**src/rtl/duc_core_if.sv**
```systemverilog
// Stream bundle for duc_core: baseband in, DDS in (no backpressure), DAC out.
interface duc_core_if;
  logic [31:0] s_axis_tdata;
  logic        s_axis_tvalid;
  logic        s_axis_tready;
  logic [31:0] s_axis_dds_tdata;
  logic        s_axis_dds_tvalid;
  logic [15:0] m_axis_tdata;
  logic        m_axis_tvalid;
  logic        m_axis_tready;

  modport master (
    output s_axis_tdata, s_axis_tvalid, s_axis_dds_tdata, s_axis_dds_tvalid, m_axis_tready,
    input  s_axis_tready, m_axis_tdata, m_axis_tvalid
  );

  modport slave (
    input  s_axis_tdata, s_axis_tvalid, s_axis_dds_tdata, s_axis_dds_tvalid, m_axis_tready,
    output s_axis_tready, m_axis_tdata, m_axis_tvalid
  );
endinterface

```
**src/rtl/duc_core.sv**
```systemverilog
// Digital upconverter mixer: out = sat(round((I*cos - Q*sin) >> OUT_SHIFT)), 4-cycle latency.
// Whole pipeline stalls while the output is held; the DDS stream is dropped when not accepted.
module duc_core #(
  parameter int OUT_SHIFT = 13
) (
  input  logic        s_axis_aclk,
  input  logic        s_axis_aresetn,
  duc_core_if.slave   axis,
  input  logic        sat_clear,
  output logic [15:0] sat_count
);

  localparam logic signed [31:0] RND = 32'sd1 <<< (OUT_SHIFT - 1);

  logic en, fire;

  logic                v1_q, v2_q, v3_q, v4_q;
  logic signed [15:0]  i_q, q_q, i_d, q_d;
  logic signed [13:0]  cos_q, sin_q, cos_d, sin_d;
  logic signed [29:0]  ic_q, qs_q, ic_d, qs_d;
  logic signed [30:0]  diff_q, diff_d;
  logic signed [15:0]  out_q, out_d;
  logic [15:0]         sat_q, sat_d;
  logic signed [31:0]  sum, shifted;
  logic                sat_hit;
  logic                unused_dds_bits;

  assign en    = !v4_q || axis.m_axis_tready;
  assign fire  = axis.s_axis_tvalid && axis.s_axis_dds_tvalid && en;

  assign axis.s_axis_tready = en;
  assign axis.m_axis_tdata  = out_q;
  assign axis.m_axis_tvalid = v4_q;
  assign sat_count          = sat_q;

  assign unused_dds_bits = ^{axis.s_axis_dds_tdata[31:30], axis.s_axis_dds_tdata[15:14]};

  always_comb begin
    i_d     = axis.s_axis_tdata[15:0];
    q_d     = axis.s_axis_tdata[31:16];
    cos_d   = axis.s_axis_dds_tdata[13:0];
    sin_d   = axis.s_axis_dds_tdata[29:16];
    ic_d    = i_q * cos_q;
    qs_d    = q_q * sin_q;
    diff_d  = $signed({ic_q[29], ic_q}) - $signed({qs_q[29], qs_q});
    sum     = $signed({diff_q[30], diff_q}) + RND;
    shifted = sum >>> OUT_SHIFT;
    sat_hit = 1'b0;
    out_d   = shifted[15:0];
    if (shifted > 32'sd32767) begin
      out_d   = 16'sh7fff;
      sat_hit = 1'b1;
    end else if (shifted < -32'sd32768) begin
      out_d   = 16'sh8000;
      sat_hit = 1'b1;
    end
  end

  // Counter saturates at all-ones; clear wins over a same-cycle increment.
  always_comb begin
    sat_d = sat_q;
    if (sat_clear) begin
      sat_d = 16'd0;
    end else if (en && v3_q && sat_hit && (sat_q != 16'hffff)) begin
      sat_d = sat_q + 16'd1;
    end
  end

  always_ff @(posedge s_axis_aclk or negedge s_axis_aresetn) begin
    if (!s_axis_aresetn) begin
      v1_q   <= 1'b0;
      v2_q   <= 1'b0;
      v3_q   <= 1'b0;
      v4_q   <= 1'b0;
      i_q    <= '0;
      q_q    <= '0;
      cos_q  <= '0;
      sin_q  <= '0;
      ic_q   <= '0;
      qs_q   <= '0;
      diff_q <= '0;
      out_q  <= '0;
      sat_q  <= '0;
    end else begin
      sat_q <= sat_d;
      if (en) begin
        v1_q   <= fire;
        v2_q   <= v1_q;
        v3_q   <= v2_q;
        v4_q   <= v3_q;
        i_q    <= i_d;
        q_q    <= q_d;
        cos_q  <= cos_d;
        sin_q  <= sin_d;
        ic_q   <= ic_d;
        qs_q   <= qs_d;
        diff_q <= diff_d;
        out_q  <= out_d;
      end
    end
  end

endmodule
```
**src/flat_wrapper.sv**
```systemverilog
// flat-port wrapper written by rule: the top's interface ports become plain ports
module duc_core_flat 
#(
  parameter int OUT_SHIFT = 13
)
  (s_axis_aclk, s_axis_aresetn, sat_clear, sat_count, axis_s_axis_tdata, axis_s_axis_tvalid, axis_s_axis_dds_tdata, axis_s_axis_dds_tvalid, axis_m_axis_tready, axis_s_axis_tready, axis_m_axis_tdata, axis_m_axis_tvalid);
  duc_core_if axis_i ();
  input  logic s_axis_aclk;
  input  logic s_axis_aresetn;
  input  logic sat_clear;
  output logic [15:0] sat_count;
  input wire logic [$bits(axis_i.s_axis_tdata)-1:0] axis_s_axis_tdata;
  input wire logic [$bits(axis_i.s_axis_tvalid)-1:0] axis_s_axis_tvalid;
  input wire logic [$bits(axis_i.s_axis_dds_tdata)-1:0] axis_s_axis_dds_tdata;
  input wire logic [$bits(axis_i.s_axis_dds_tvalid)-1:0] axis_s_axis_dds_tvalid;
  input wire logic [$bits(axis_i.m_axis_tready)-1:0] axis_m_axis_tready;
  output wire logic [$bits(axis_i.s_axis_tready)-1:0] axis_s_axis_tready;
  output wire logic [$bits(axis_i.m_axis_tdata)-1:0] axis_m_axis_tdata;
  output wire logic [$bits(axis_i.m_axis_tvalid)-1:0] axis_m_axis_tvalid;
  assign axis_i.s_axis_tdata = axis_s_axis_tdata;
  assign axis_i.s_axis_tvalid = axis_s_axis_tvalid;
  assign axis_i.s_axis_dds_tdata = axis_s_axis_dds_tdata;
  assign axis_i.s_axis_dds_tvalid = axis_s_axis_dds_tvalid;
  assign axis_i.m_axis_tready = axis_m_axis_tready;
  assign axis_s_axis_tready = axis_i.s_axis_tready;
  assign axis_m_axis_tdata = axis_i.m_axis_tdata;
  assign axis_m_axis_tvalid = axis_i.m_axis_tvalid;
  duc_core #(.OUT_SHIFT(OUT_SHIFT)) u_core (.s_axis_aclk(s_axis_aclk), .s_axis_aresetn(s_axis_aresetn), .axis(axis_i), .sat_clear(sat_clear), .sat_count(sat_count));
endmodule
```
**config.mk**
```make
export PLATFORM = sky130hd
export DESIGN_NAME = duc_core_flat
export DESIGN_NICKNAME = d
export VERILOG_FILES = /design/src/rtl/duc_core_if.sv /design/src/rtl/duc_core.sv /design/src/flat_wrapper.sv
export SDC_FILE = /design/constraint.sdc
export NUM_CORES = 2
export LEC_CHECK = 0
export BUFFER_PORTS_ARGS = -buffer_cell sky130_fd_sc_hd__buf_2
export CAP_MARGIN = 30
export CORE_MARGIN = 4
export CORE_UTILIZATION = 30
export DETAILED_ROUTE_END_ITERATION = 10
export PLACE_DENSITY = 0.52
export SYNTH_ARGS = -nofsm -noshare
export SYNTH_HDL_FRONTEND = slang
export SYNTH_SLANG_ARGS = --single-unit
export TNS_END_PERCENT = 10
```
**constraint.sdc**
```tcl
create_clock -name s_axis_aclk -period 6.7 [get_ports s_axis_aclk]
set_clock_uncertainty 0.1 [all_clocks]
set_input_delay 1.34 -clock s_axis_aclk [delete_from_list [all_inputs] [get_ports s_axis_aclk]]
set_output_delay 1.34 -clock s_axis_aclk [all_outputs]
set_load 0.03 [all_outputs]
```
==> flow_summary.json <==
{
  "rsz0062_at_grt": "yes",
  "fin_util_pct": 33.7,
  "cp.required_ns": 6.93,
  "min_from": "u_core.axis.m_axis_tdata[0]$_DFFE_PN0N_",
  "portBuffers": 99,
  "period_minus_slack_ns": 6.42,
  "hold_slack_ns": 0.379,
  "first_pass_iters": 5,
  "synth_warnings": 0,
  "cts_hold_buf": 0,
  "design.die.area_um2": 88100,
  "overflow": 0,
  "routed_wl_um": 58400,
  "status": "finished, final reports clean",
  "finalHoldViolCount": 0,
  "insertion_delay_ns": 0.50,
  "cts_buffers": 17,
  "fill_cells": 8610,
  "cts_root_buffer": "clkbuf_16",
  "synthCells": 2777,
  "die_h_um": 297,
  "grt_pass1_vias": 19100,
  "io_pins": 104,
  "ff2ff_setup_slack_ns": 0.28,
  "cts_tree": "built",
  "whs_endpoint": "u_core.axis.m_axis_tdata[0]$_DFFE_PN0N_",
  "viasPerCell": 4.55,
  "finalCritPeriodShare_pct": 95.8,
  "clock-sinks": 175,
  "reg2reg_depth": 19,
  "synth_area_um2": 25000,
  "ys.flop_type": "dfrtp_1",
  "route.detailed.drc": 0,
  "drt-initial-drc-count": 738,
  "clk_pin_slew_ns": 0.09,
  "post_drt_wl_per_cell_um": 14.8,
  "nets": 3547,
  "grt_pass1_wl_um": 99900,
  "arrival_ns": 6.65,
  "htree_num_levels": 4,
  "critPathMaxFanout": 17,
  "vias": 18000,
  "dp_hpwl_um": 47600,
  "worstMarginPinSlew_ns": 0.912,
  "num_rows": 105,
  "die_w_um": 297,
  "synth_cell_types": 66,
  "rr_endpoint": "u_core.ic_q[28]$_DFFE_PN0N_",
  "post-place-cells": 3914,
  "synth.avg_cell_area_um2": 9.01,
  "crit_path_start_kind": "flip-flop",
  "drive_above_1_share_pct": 9.00,
  "slew_headroom_pct": 39.2,
  "whs_path_depth": 2,
  "min_path_type": "flip-flop to flip-flop",
  "ys_ff_latch": 175,
  "synth_edf_count": 0,
  "ys_async_sr_fraction_pct": 100,
  "gp_congestion": 0.791,
  "initial_utilization_pct": 30.4,
  "final_cells": 3949,
  "max_freq_mhz": 156,
  "antenna_found_initial": 1,
  "ant_nets": 0,
  "antennaDiodeCount": 0,
  "seq_area_frac_synth_pct": 17.5,
  "area_growth_pct": 11.1,
  "setup_violations": 0,
  "clockBufferDepth": 2,
  "grt_usage_pct": 14.0,
  "end_kind": "flip-flop",
  "synth_nets": 3458,
  "grt_max_degree": 141,
  "coreArea_um2": 82400,
  "crit_type": "flip-flop to flip-flop",
  "max_cap_viol_count": 0,
  "maxSlewViolCount": 0,
  "r2r_start": "u_core.cos_q[7]$_DFFE_PN0N_"
}
==> worst max-delay path by stage <==
stage | from | end | slack [ns] | cells after the start
5_1_grt | u_core.q_q[12]$_DFFE_PN0N_ | u_core.qs_q[29]$_DFFE_PN0N_ | -0.02 | 20
3_5_place_dp | u_core.cos_q[2]$_DFFE_PN0N_ | u_core.ic_q[28]$_DFFE_PN0N_ | 0.05 | 20
6_report | u_core.cos_q[7]$_DFFE_PN0N_ | u_core.ic_q[28]$_DFFE_PN0N_ | 0.28 | 19
4_1_cts | u_core.cos_q[2]$_DFFE_PN0N_ | u_core.ic_q[28]$_DFFE_PN0N_ | 0.03 | 20
2_1_floorplan | u_core.q_q[15]$_DFFE_PN0N_ | u_core.qs_q[29]$_DFFE_PN0N_ | 0.57 | 21
3_3_place_gp | u_core.cos_q[2]$_DFFE_PN0N_ | u_core.ic_q[28]$_DFFE_PN0N_ | 0.14 | 20
==> critical path: stages, from the launching register on <==
cell,delay (ns)
dfrtp_1,0.77
nand2_1,0.15
fa_1,0.49
fa_1,0.53
inv_1,0.06
fa_1,0.58
fa_1,0.43
fa_1,0.49
inv_1,0.05
fa_1,0.47
inv_1,0.04
ha_1,0.34
nand2_1,0.08
or4b_2,0.67
nand3_1,0.18
o41a_1,0.23
o221ai_2,0.15
o21a_1,0.21
xor2_1,0.16
a21oi_1,0.09
==> timing repair <==
item / CTS / global route
gates resized for setup: 0 / 24
endpoints found under the hold margin: 0 / 0
setup endpoints to repair: 0 / 16
buffers inserted: 0 / 2
==> Yosys cell counts, drive strengths merged (3+ instances only) <==
master,count,area share (%)
a211oi,9,0.27
a21o,26,0.78
a21oi,80,1.6
a311oi,3,0.11
a31oi,6,0.15
and2,239,6.0
and3,12,0.30
and4,3,0.11
buf,9,0.17
clkbuf,103,1.5
dfrtp,175,18
fa,438,35
ha,173,8.7
inv,552,8.3
mux2i,4,0.16
nand2,464,7.0
nand2b,16,0.40
nand3,26,0.52
nand4,10,0.34
nor2,98,1.5
nor2b,8,0.20
nor3,21,0.52
nor3b,3,0.090
nor4,3,0.14
o2111ai,3,0.11
o211ai,19,0.57
o21a,27,0.81
o21ai,86,1.7
o21bai,7,0.21
o22ai,3,0.075
o31ai,9,0.27
or2,6,0.15
or3,7,0.18
xnor2,62,2.2
xor2,38,1.3
==> area by class of cell <==
type	instances	area [µm²]	share of cell area [%]
Sequential cell	175	4400	15.8
Clock buffer	17	425	1.53
Inverter	552	2080	7.47
Tap cell	1070	1340	4.82
Multi-Input combinational cell	1938	18200	65.4
Clock inverter	15	208	0.747
Timing Repair Buffer	182	1160	4.16
==> layer usage <==
layer / share of wire, % / global-route usage, % / vias up
li1: - / - / 8621
met1: 46 / 18.6 / 9113
met2: 50 / 24.5 / 208
met3: 2.9 / 1.92 / 38
met4: 1.1 / 2.74 / 0
met5: 0 / 0 / -
==> registers in the layout, indices dropped and copies added (netlist names) <==
name and flops:
u_core.cos_q 14, u_core.v2_q 1, u_core.axis.m_axis_tdata 16, u_core.axis.m_axis_tvalid 1, u_core.v1_q 1, u_core.sin_q 14, u_core.i_q 16, u_core.diff_q 19
u_core.q_q 16, u_core.sat_count 16, u_core.qs_q 30, u_core.ic_q 30, u_core.v3_q 1
==> logic make-up after synthesis <==
logic type      after synthesis  share of synthesized area (%)
xor+xnor                    100                           3.50
simple gates                921                           17.5
compound gates              302                           7.60
flops                       175                           17.5
mux                           4                          0.160
buf+inv                     664                           9.99
fa+ha+maj                   611                           43.7
==> through the flow <==
stage                     cell area, µm²  setup TNS (ns)  setup slack (ns)
final                              27800               0             0.281
after global routing               27800         -0.0200           -0.0165
after CTS                          27700               0            0.0309
after detailed placement           27100               0            0.0468
after global placement             27100               0             0.141
after floorplan                    25000               0             0.573
==> placed cells by master (no fill, tap or decap), types with 4 or more instances in the layout <==
cell         n
or3_1        7
o21a_1      27
nand4_1      8
clkbuf_16   17
a211oi_1     9
mux2i_1      4
nor2b_1      7
and3_1      12
a31oi_1      5
xor2_1      38
o21ai_1      5
nor3_2       5
buf_4       79
xnor2_1     62
o31ai_1      9
fa_1       438
and2_1     239
or2_2        6
nor3_1      16
o211ai_1    19
buf_2       98
a21oi_1     80
dfrtp_1    158
nand2_1    464
ha_1       173
clkinv_8     7
o21ai_0     81
a21o_1      26
nand2b_1    16
inv_1      551
o21bai_1     7
nand3_1     26
nor2_1      97
dfrtp_2     17
Power is not shown: default switching activity piles up to over one toggle a cycle in this logic, so the estimate is an artifact.
